--- src/rtl/mem_arb_pkg.sv ---
// Shared definitions for the two-master memory arbiter: FSM encoding,
// default memory latency and latency-counter width.
package mem_arb_pkg;

    localparam int MEM_LAT_DEFAULT = 2;
    localparam int CNT_W           = 4;

    typedef enum logic [1:0] {
        IDLE  = 2'd0,
        ISSUE = 2'd1,
        WAIT  = 2'd2,
        DONE  = 2'd3
    } state_t;

endpackage

--- src/rtl/mem_arb_rr.sv ---
// Two-way round-robin picker; remembers which master was served last and
// favours the other one when both request.
module mem_arb_rr
    import mem_arb_pkg::*;
(
    input  logic       clk,
    input  logic       rst,
    input  logic [1:0] req,
    input  logic       update,
    output logic [1:0] pick
);

    logic last;  // 1 = m1 served last, so m0 wins the first tie after reset

    always_comb begin
        pick = 2'b00;
        case (req)
            2'b01:   pick = 2'b01;
            2'b10:   pick = 2'b10;
            2'b11:   pick = last ? 2'b01 : 2'b10;
            default: pick = 2'b00;
        endcase
    end

    always_ff @(posedge clk) begin
        if (rst) begin
            last <= 1'b1;
        end else if (update && (|req)) begin
            last <= pick[1];
        end
    end

endmodule

--- src/rtl/mem_arbiter.sv ---
// Two-master, single-outstanding memory arbiter: latches the winner's command,
// issues one memory strobe, waits MEM_LAT cycles and returns a one-cycle ack.
module mem_arbiter
    import mem_arb_pkg::*;
#(
    parameter int AW      = 32,
    parameter int DW      = 32,
    parameter int MEM_LAT = MEM_LAT_DEFAULT
) (
    input  logic          clk,
    input  logic          rst,
    input  logic          m0_req,
    input  logic          m1_req,
    input  logic          m0_we,
    input  logic          m1_we,
    input  logic          m0_half,
    input  logic          m1_half,
    input  logic [AW-1:0] m0_addr,
    input  logic [AW-1:0] m1_addr,
    input  logic [DW-1:0] m0_wdata,
    input  logic [DW-1:0] m1_wdata,
    output logic [DW-1:0] m0_rdata,
    output logic [DW-1:0] m1_rdata,
    output logic          m0_ack,
    output logic          m1_ack,
    output logic          mem_en,
    output logic          mem_we,
    output logic          mem_half,
    output logic [AW-1:0] mem_addr,
    output logic [DW-1:0] mem_wdata,
    input  logic [DW-1:0] mem_rdata,
    output logic [1:0]    grant,
    output logic          busy
);

    state_t             state, state_nxt;
    logic [CNT_W-1:0]   cnt;
    logic [1:0]         req;
    logic [1:0]         pick;
    logic               arb;
    logic               cmd_we;
    logic               cmd_half;
    logic [AW-1:0]      cmd_addr;
    logic [DW-1:0]      cmd_wdata;

    assign req = {m1_req, m0_req};

    mem_arb_rr u_rr (
        .clk    (clk),
        .rst    (rst),
        .req    (req),
        .update (arb),
        .pick   (pick)
    );

    always_comb begin
        state_nxt = state;
        arb       = 1'b0;
        mem_en    = 1'b0;
        m0_ack    = 1'b0;
        m1_ack    = 1'b0;
        case (state)
            IDLE: begin
                if (|req) begin
                    arb       = 1'b1;
                    state_nxt = ISSUE;
                end
            end
            ISSUE: begin
                mem_en    = 1'b1;
                state_nxt = (MEM_LAT == 1) ? DONE : WAIT;
            end
            WAIT: begin
                if (cnt <= CNT_W'(1)) state_nxt = DONE;
            end
            DONE: begin
                m0_ack    = grant[0];
                m1_ack    = grant[1];
                state_nxt = IDLE;
            end
            default: state_nxt = IDLE;
        endcase
    end

    assign mem_we    = mem_en & cmd_we;
    assign mem_half  = cmd_half;
    assign mem_addr  = cmd_addr;
    assign mem_wdata = cmd_wdata;
    assign busy      = (state != IDLE);

    always_ff @(posedge clk) begin
        if (rst) begin
            state    <= IDLE;
            cnt      <= '0;
            grant    <= 2'b00;
            m0_rdata <= '0;
            m1_rdata <= '0;
        end else begin
            state <= state_nxt;
            case (state)
                IDLE:    if (arb) grant <= pick;
                ISSUE:   cnt <= CNT_W'(MEM_LAT - 1);
                WAIT:    cnt <= cnt - 1'b1;
                DONE:    grant <= 2'b00;
                default: grant <= 2'b00;
            endcase
            // read data is sampled on the edge that enters DONE
            if ((state_nxt == DONE) && (state != DONE) && !cmd_we) begin
                if (grant[0]) m0_rdata <= mem_rdata;
                if (grant[1]) m1_rdata <= mem_rdata;
            end
        end
    end

    // command is captured once at arbitration and held through DONE
    always_ff @(posedge clk) begin
        if (arb) begin
            cmd_we    <= pick[1] ? m1_we    : m0_we;
            cmd_half  <= pick[1] ? m1_half  : m0_half;
            cmd_addr  <= pick[1] ? m1_addr  : m0_addr;
            cmd_wdata <= pick[1] ? m1_wdata : m0_wdata;
        end
    end

endmodule
--- config.mk ---
export PLATFORM = sky130hd
export DESIGN_NAME = mem_arbiter
export DESIGN_NICKNAME = d
export VERILOG_FILES = /design/src/rtl/mem_arb_pkg.sv /design/src/rtl/mem_arb_rr.sv /design/src/rtl/mem_arbiter.sv
export SDC_FILE = /design/constraint.sdc
export NUM_CORES = 1
export LEC_CHECK = 0
export ABC_AREA = 0
export CAP_MARGIN = 20
export CELL_PAD_IN_SITES_DETAIL_PLACEMENT = 1
export CELL_PAD_IN_SITES_GLOBAL_PLACEMENT = 1
export CORE_ASPECT_RATIO = 2
export CORE_MARGIN = 10
export CORE_UTILIZATION = 30
export CTS_CLUSTER_SIZE = 24
export DETAILED_ROUTE_END_ITERATION = 8
export PLACE_DENSITY_LB_ADDON = 0.1
export SKIP_LAST_GASP = 1
export SYNTH_ARGS = -nofsm -noshare
export SYNTH_HDL_FRONTEND = slang
export SYNTH_SLANG_ARGS = --single-unit
--- constraint.sdc ---
create_clock -name clk -period 3.3 [get_ports clk]
set_input_delay 0.33 -clock clk [delete_from_list [all_inputs] [get_ports clk]]
set_output_delay 0.33 -clock clk [all_outputs]
set_load 0.01 [all_outputs]
## After elaboration in Yosys (flattened, before gate mapping)

Index checks and enable logic that the tools add are counted.

- Multiplexer cells: 17
- Multiply operators: 0
- Reduce and logical (&&, ||, !) cells: 12
- Equality and inequality tests: 9
- Bitwise gates (word level): 1
- Shift-type cells: 0
- $lt $le $gt $ge: 1
- Div/mod/pow operators: 0
- Add/sub/neg operators: 1

Operator list:

| kind | count |
|---|---|
| $mux 32 | 2 |
| $eq 2x2->1 const B | 5 |
| $mux 2 | 4 |
| $pmux 2 s4 | 1 |
| $pmux 4 s2 | 1 |
| $mux 1 | 7 |
| $pmux 2 s3 | 1 |
| $reduce_and 2->1 | 3 |
| $reduce_bool 2->1 | 3 |
| $eq 2x1->1 const B | 2 |
| $le 4x1->1 const B | 1 |
| $pmux 2 s2 | 1 |
| $sub 4x1->4 const B | 1 |
| $logic_and 1x1->1 | 3 |
| $logic_not 2->1 | 1 |
| $ne 2x1->1 const B | 1 |
| $ne 2x2->1 const B | 1 |
| $reduce_or 2->1 | 1 |
| $and 1x1->1 | 1 |
| $logic_not 1->1 | 1 |

- Memories: 0
- Memory bits (writable): 0
- Bits in registers: 139
- Bits in latches: 0
- Word-level logic and storage cells: 51
- Output and inout bits: 136
- ROM bits: 0
- Input port bits: 168

## Depth between registers and ports, before layout

Gate-level depths: netlist of run 1.

- Word-level depth: 7
- Gate-level depth with buffers: 7
- Depth with buffers taken out: 7

## Hierarchy

Synthesis of run 1 repeated with hierarchy kept, for this count alone.

- Cells, all modules: 444
- Area, all modules: 5975.7 um^2

By module, submodules not included:

| module | area an instance (um^2) | instances | cells an instance |
|---|---|---|---|
| mem_arbiter | 5914.4 | 1 | 437 |
| mem_arb_rr | 61.3 | 1 | 7 |

## Least setup slack after synthesis of run 1

OpenSTA, ideal clock, no wires.

- Path kind: register to register
- Start point: reg state[0]
- End point: reg grant[1]
- Path slack: 0.593 ns
- Library setup time: 0.126 ns
- Buffers on the path: 0
- Stages on the path, launching flop included: 8
- Clock period less this slack: 2.707 ns
- Required time: 3.174 ns
- Data arrival time: 2.580 ns
- Cells stage by stage: dfxtp_1 inv_1 ha_1 o21ai_0 inv_1 a21oi_1 a22oi_1 nor2_1

- Word-level cells in the longest chain between the ends: 4

Ends and longest elaborated chain:

| element | RTL line | RTL |
|---|---|---|
| start, declared | mem_arbiter.sv:36 | `state_t state, state_nxt;` |
| start signal, assigned | mem_arbiter.sv:99 | `state <= state_nxt;` |
| $logic_not 2->1 | mem_arbiter.sv:62 | `case (state)` |
| $mux 1 | mem_arbiter.sv:62 |  |
| via arb | mem_arbiter.sv:40 | `logic arb;` |
| $ne 2x1->1 (no line) | -- |  |
| $reduce_and 2->1 (no line) | -- |  |
| end signal, assigned | mem_arbiter.sv:101 | `IDLE: if (arb) grant <= pick;` |
| end, declared | mem_arbiter.sv:32 | `output logic [1:0] grant,` |

The timed path passes the listed nets, and every way through them passes these cells.
A chain may end at the register's enable or synchronous reset.

## Final worst setup path of run 1

- Start point: reg state[0]
- End point: reg m0_rdata[11]

- Word-level cells in the longest chain between the ends: 6

Ends and longest elaborated chain:

| element | RTL line | RTL |
|---|---|---|
| $eq 2x2->1, or another cell as far along | mem_arbiter.sv:62 |  |
| $pmux 2 s4 (*) | mem_arbiter.sv:62 |  |
| via state_nxt[1] | mem_arbiter.sv:36 |  |
| $eq 2x2->1 (*) | mem_arbiter.sv:108 | `if ((state_nxt == DONE) && (state != DONE) && !cmd_we) begin` |
| $logic_and 1x1->1 (*) (2 in series) | mem_arbiter.sv:108 |  |
| $reduce_and 2->1 (no line) (*) | -- |  |
| end signal, assigned | mem_arbiter.sv:109 | `if (grant[0]) m0_rdata <= mem_rdata;` |
| end, declared | mem_arbiter.sv:22 | `output logic [DW-1:0] m0_rdata,` |

Mark *: on every way through the listed nets, which the timed path passes. The rest lies on a longest branch.

==> results of run 1 <==
-- how the worst max path moves through the flow --
stage / from / endpoint / slack, ps / depth (start not counted)
after floorplan: state[0]$_SDFF_PP0_ / grant[1]$_SDFFE_PP0P_ / 590 / 7
after global placement: m0_req / m1_rdata[2]$_SDFFE_PP0P_ / 790 / 5
after detailed placement: state[0]$_SDFF_PP0_ / m0_rdata[11]$_SDFFE_PP0P_ / 670 / 6
after CTS: state[0]$_SDFF_PP0_ / m0_rdata[11]$_SDFFE_PP0P_ / 660 / 6
after global routing: state[0]$_SDFF_PP0_ / m0_rdata[11]$_SDFFE_PP0P_ / 500 / 6
final: state[0]$_SDFF_PP0_ / m0_rdata[11]$_SDFFE_PP0P_ / 740 / 6
-- power breakdown --
group | internal [mW] | switching, mW | total [mW]
sequential | 2.30 | 0.150 | 2.45
combinational | 1.04 | 0.955 | 2.00
clock | 1.32 | 0.732 | 2.05
total | 4.66 | 1.84 | 6.49
-- placed cells by master, fill, tap and decap left out, types with 5 or more instances in the layout --
cell,netlist,layout
edfxtp_1,66,66
mux2_2,66,66
nand2b_1,96,96
clkdlybuf4s50_1,0,302
ha_1,6,6
dfxtp_1,73,73
a21oi_1,6,6
mux2i_1,64,64
inv_1,6,5
nor2_1,11,11
clkbuf_16,0,20
-- per-stage QoR --
step	setup WS, ps	total power, mW
floorplan	593	3.34
global placement	786	4.45
detailed placement	675	4.53
CTS	662	6.61
global route	496	6.82
finish	744	6.49
-- final cells by class --
class	count	area share (%)
Antenna cell	1	0.0253
Clock buffer	25	5.57
Clock inverter	7	0.962
Inverter	7	0.266
Multi-Input combinational cell	274	23.8
Sequential cell	139	34.8
Tap cell	259	3.28
Timing Repair Buffer	308	31.3
-- routing by layer --
layer,vias to the layer above,GRT usage (%),part of all wire (%)
met5,-,0,0
met4,0,4.65,1.2
met3,15,6.99,8.8
met2,205,30.0,54
met1,2228,16.4,36
li1,2156,-,-
-- sequential cells by signal (all words and copies together) (netlist names) --
register	flops
m1_rdata	32
mem_wdata	32
mem_addr	32
mem_half	1
state	2
cmd_we	1
grant	2
u_rr.last	1
m0_rdata	32
cnt	4
-- cells by family (layout without fill, tap and decap cells) --
kind of cell,count (synthesis),in the layout,synth area share (%)
flip-flops,139,139,57.7
multiplexers,130,130,23.2
AND/OR/NAND/NOR,123,123,13.0
buffers and inverters,31,347,2.94
AO/OA/AOI/OAI,15,15,1.91
adder cells (fa/ha/maj),6,6,1.26
other,0,1,0
-- worst max-delay path: stages (launching register included) --
cell and delay, ps:
dfxtp_1 390, inv_1 130, ha_1 400, inv_2 100
nor3_4 300, nand4_4 710, mux2i_1 420
==> key figures, run 1 <==
STA
  • Fmax: 391 MHz
  • Slew Viols, Final: 0
  • Final setup violation count: 0
  • Clock Skews: 7.66 ps
  • Relative slew slack: 41.5%
  • Final Hold Fails: 0
  • Final period utilization: 77.4%
  • Worst hold margin: 481 ps
  • Worst-Margin Slew: 876 ps
  • Final min period: 2560 ps
  • Final TNS setup: 0 ps
  • RSZ-0062 raised after global routing: false

Power and ir drop
  • Pleak: 3.92 nW
  • VDD IR max: 0.329 mV
  • PwrDens: 657 nW/um^2

Synth
  • Seq/Total Area, Yosys: 57.7%
  • Main synth FF type: dfxtp_1
  • Mean Syn Cell Area: 13.4 um^2
  • Synth area leaders: edfxtp_1, dfxtp_1, mux2_2, mux2i_1, nand2b_1
  • Post-synth EDFFs: 66
  • Synth warn: 0
  • Yosys top cell area share: 33.2%
  • Commonest cells in the netlist: nand2b_1, dfxtp_1, edfxtp_1, mux2_2, mux2i_1
  • Post-synth cell types: 31
  • Asr flop ratio synth: 0%
  • Yosys reg bits: 139
  • Net count after synthesis: 618
  • Most frequent cell after synthesis: nand2b_1
  • Synth Cell Area: 5970 um^2
  • Largest area contributor in the netlist: edfxtp_1
  • Synth Instances: 444

Clock network
  • Cts bufs inserted: 17
  • # clock sinks: 139
  • CTS tree: yes
  • Clock Root Buffer: clkbuf_16
  • CTS Hold Bufs: 0
  • CTS Buffer Depth: 2
  • Clk slew on worst S/H paths: 60 ps
  • H-tree lvl count: 4
  • Post_cts resized: 0
  • Postcts setup bufs: 0
  • Worst skew pair latency: 420 ps

Die
  • Die Area: 26300 um^2
  • Top Ports: 304
  • Core area: 19500 um^2
  • Starting Density: 30.7%
  • DIE WIDTH: 120 um
  • Num rows: 72
  • Die height: 219 um

Global routing
  • Antenna violations before repair: 1
  • Largest net degree at the start of global routing: 98
  • First-pass GRT wire length: 32800 um
  • Vias in the first global route: 5217
  • GR Overflow Total: 0
  • Global Route Usage Sum: 16.4%

Worst setup path
  • Crit path DAT: 2880 ps
  • R2R setup slack: 740 ps
  • Max Fanout on Critical Path: 32
  • Required time worst endpoint: 3620 ps
  • Reg2reg start: state[0]$_SDFF_PP0_
  • Kind of critical path: flip-flop to flip-flop
  • CP Launch Type: flip-flop
  • CP Capture Type: flip-flop
  • R2R Path End: m0_rdata[11]$_SDFFE_PP0P_
  • R2R depth: 6

Worst hold path
  • Type of the most critical hold path: flip-flop to flip-flop
  • Hold Crit Depth: 2
  • Worst Hold End: m1_rdata[21]$_SDFFE_PP0P_
  • Worst Min Path Start: m1_rdata[21]$_SDFFE_PP0P_

Cells and area
  • Nets: 921
  • Post-layout util: 50.8%
  • Layout cell share with drive strength beyond 1: 14.9%
  • Filler Cell Count: 2046
  • Fin area: 9890 um^2
  • Area growth syn-to-layout: 65.7%
  • Final instance count without filler cells: 1020
  • Reg area: 3440 um^2
  • Multi-input gate area: 2350 um^2

Routing
  • Initial DRC Count: 97
  • Drt drc: 0
  • Routed Antenna Nets: 0
  • Vias/cell: 4.51
  • DRT Pass-1 Iters: 4
  • Final wirelength: 22000 um
  • Vias: 4604
  • Drt wl/cell: 21.6 um

Placed design
  • Port Buffers: 303
  • GP Congestion: 0.800
  • Post-DP HPWL: 17400 um
  • Placed cell areas: 9220 um^2
  • Cells after DPL: 986

Status
  • Status: completed

Run
  • Max-cap violations: 0
Power figures use the tool's default switching activity.
==> inputs of run 2 (changes only) <==
Clock period 3.3 ns to 2.62 ns, I/O delays scaled along.
==> key figures, run 2 (synthesis results as in run 1) <==
Status
  • Status: completed (unchanged)

Global routing
  • Vias in the first global route: 5022 (was 5217)
  • First-pass GRT wire length: 32700 um (was 32800 um)
  • GR Overflow Total: 0 (unchanged)
  • Largest net degree at the start of global routing: 106 (was 98)
  • Antenna violations before repair: 2 (was 1)
  • Global Route Usage Sum: 16.5% (was 16.4%)

Worst setup path
  • Reg2reg start: state[0]$_SDFF_PP0_ (unchanged)
  • Crit path DAT: 2020 ps (was 2880 ps)
  • Kind of critical path: flip-flop to primary output (was flip-flop to flip-flop)
  • CP Capture Type: primary output (was flip-flop)
  • Crit. Startpoint: state[0]$_SDFF_PP0_ (unchanged)
  • CP Launch Type: flip-flop (unchanged)
  • Required time worst endpoint: 2360 ps (was 3620 ps)
  • Max Fanout on Critical Path: 6 (was 32)

Die
  • Num rows: 72 (unchanged)
  • Top Ports: 304 (unchanged)
  • Starting Density: 30.7% (unchanged)
  • Die Area: 26300 um^2 (unchanged)
  • Core area: 19500 um^2 (unchanged)
  • DIE WIDTH: 120 um (unchanged)
  • Die height: 219 um (unchanged)

STA
  • Final period utilization: 87.1%
  • Worst-Margin Slew: 667 ps (was 876 ps)
  • Slew Viols, Final: 0 (unchanged)
  • Final Hold Fails: 0 (unchanged)
  • Final setup violation count: 0 (unchanged)
  • Final min period: 2280 ps
  • Fmax: 438 MHz
  • Clock Skews: 4.89 ps (was 7.66 ps)
  • Relative slew slack: 55.1% (was 41.5%)
  • Final TNS setup: 0 ps (unchanged)
  • RSZ-0062 raised after global routing: false (unchanged)

Clock network
  • CTS tree: yes (unchanged)
  • Worst skew pair latency: 420 ps (about the same)
  • Post_cts resized: 0 (unchanged)
  • Cts bufs inserted: 17 (unchanged)
  • Clk slew on worst S/H paths: 60 ps (about the same)
  • CTS Hold Bufs: 0 (unchanged)
  • H-tree lvl count: 4 (unchanged)
  • Clock Root Buffer: clkbuf_16 (unchanged)
  • # clock sinks: 139 (unchanged)
  • CTS Buffer Depth: 2 (unchanged)
  • Postcts setup bufs: 0 (unchanged)

Placed design
  • Post-DP HPWL: 17500 um (was 17400 um)
  • Port Buffers: 303 (unchanged)
  • Cells after DPL: 990 (was 986)
  • GP Congestion: 0.785 (was 0.800)

Routing
  • Drt wl/cell: 21.7 um (was 21.6 um)
  • Vias/cell: 4.51 (about the same)
  • Final wirelength: 22200 um (was 22000 um)
  • Routed Antenna Nets: 0 (unchanged)
  • Initial DRC Count: 140 (was 97)
  • Drt drc: 0 (unchanged)
  • Vias: 4618 (was 4604)
  • DRT Pass-1 Iters: 4 (unchanged)

Cells and area
  • Final instance count without filler cells: 1024 (was 1020)
  • Commonest cells after routing, fill and taps aside: clkdlybuf4s50_1, nand2b_1, dfxtp_1 (unchanged)
  • Nets: 924 (was 921)
  • Layout cell share with drive strength beyond 1: 14.3% (was 14.9%)
  • Filler Cell Count: 2063 (was 2046)
  • Commonest non-fill, non-tap cell in the layout: clkdlybuf4s50_1 (unchanged)
  • Area growth syn-to-layout: 65.3% (was 65.7%)

Power and ir drop
  • Power, Total: 7.96 mW (was 6.49 mW)
  • PwrDens: 807 nW/um^2 (was 657 nW/um^2)
  • Pleak: 3.90 nW (was 3.92 nW)
  • VDD IR max: 0.371 mV (was 0.329 mV)

Run
  • Max-cap violations: 0 (unchanged)

Worst hold path
  • Worst Min Path Start: rst (was m1_rdata[21]$_SDFFE_PP0P_)
  • Type of the most critical hold path: primary input to flip-flop (was flip-flop to flip-flop)
-- run 2: stage by stage --
step	utilization [%]	hold WS, ps	worst slack, ps	cell area (um^2)
2_1_floorplan	-	437	63.9	5970
3_3_place_gp	47.7	462	446	9290
3_5_place_dp	47.7	469	396	9290
4_1_cts	50.6	309	290	9860
5_1_grt	50.7	358	196	9860
6_report	50.7	330	338	9860
-- run 2: layer usage --
layer	vias up	GRT usage, %	routed length [um]
met4	0	5.30	241
li1	2173	-	-
met5	-	0	0
met1	2219	17.0	8340
met3	17	7.07	1890
met2	209	29.3	11700
-- run 2: critical path, stage by stage (launching register included) --
cell	delay, ps
dfxtp_1	380
inv_1	120
ha_1	290
inv_1	200
clkdlybuf4s50_1	610
-- run 2: final timing paths --
path,end,slack (ps),cells after the start
worst min-delay path,grant[1]$_SDFFE_PP0P_,330,3
worst max-delay path,busy,340,4
worst min register to register,m0_rdata[18]$_SDFFE_PP0P_,470,2
worst max register to register,m1_rdata[7]$_SDFFE_PP0P_,460,7
-- run 2: cell type report --
| cell class | count | area (um^2) | share of cell area (%) |
|---|---|---|---|
| multi-input combinational | 274 | 2350 | 23.9 |
| tap | 259 | 324 | 3.29 |
| inverter | 7 | 30.0 | 0.305 |
| sequential | 139 | 3440 | 34.9 |
| clock inverter | 12 | 129 | 1.31 |
| antenna | 2 | 5.00 | 0.0508 |
| clock buffer | 20 | 437 | 4.43 |
| timing repair buffer | 311 | 3140 | 31.8 |
-- run 2: report_power, final --
| part | switching, mW | internal, mW |
|---|---|---|
| Clock | 0.889 | 1.47 |
| Combinational | 1.19 | 1.31 |
| Sequential | 0.198 | 2.90 |
| Total | 2.28 | 5.68 |
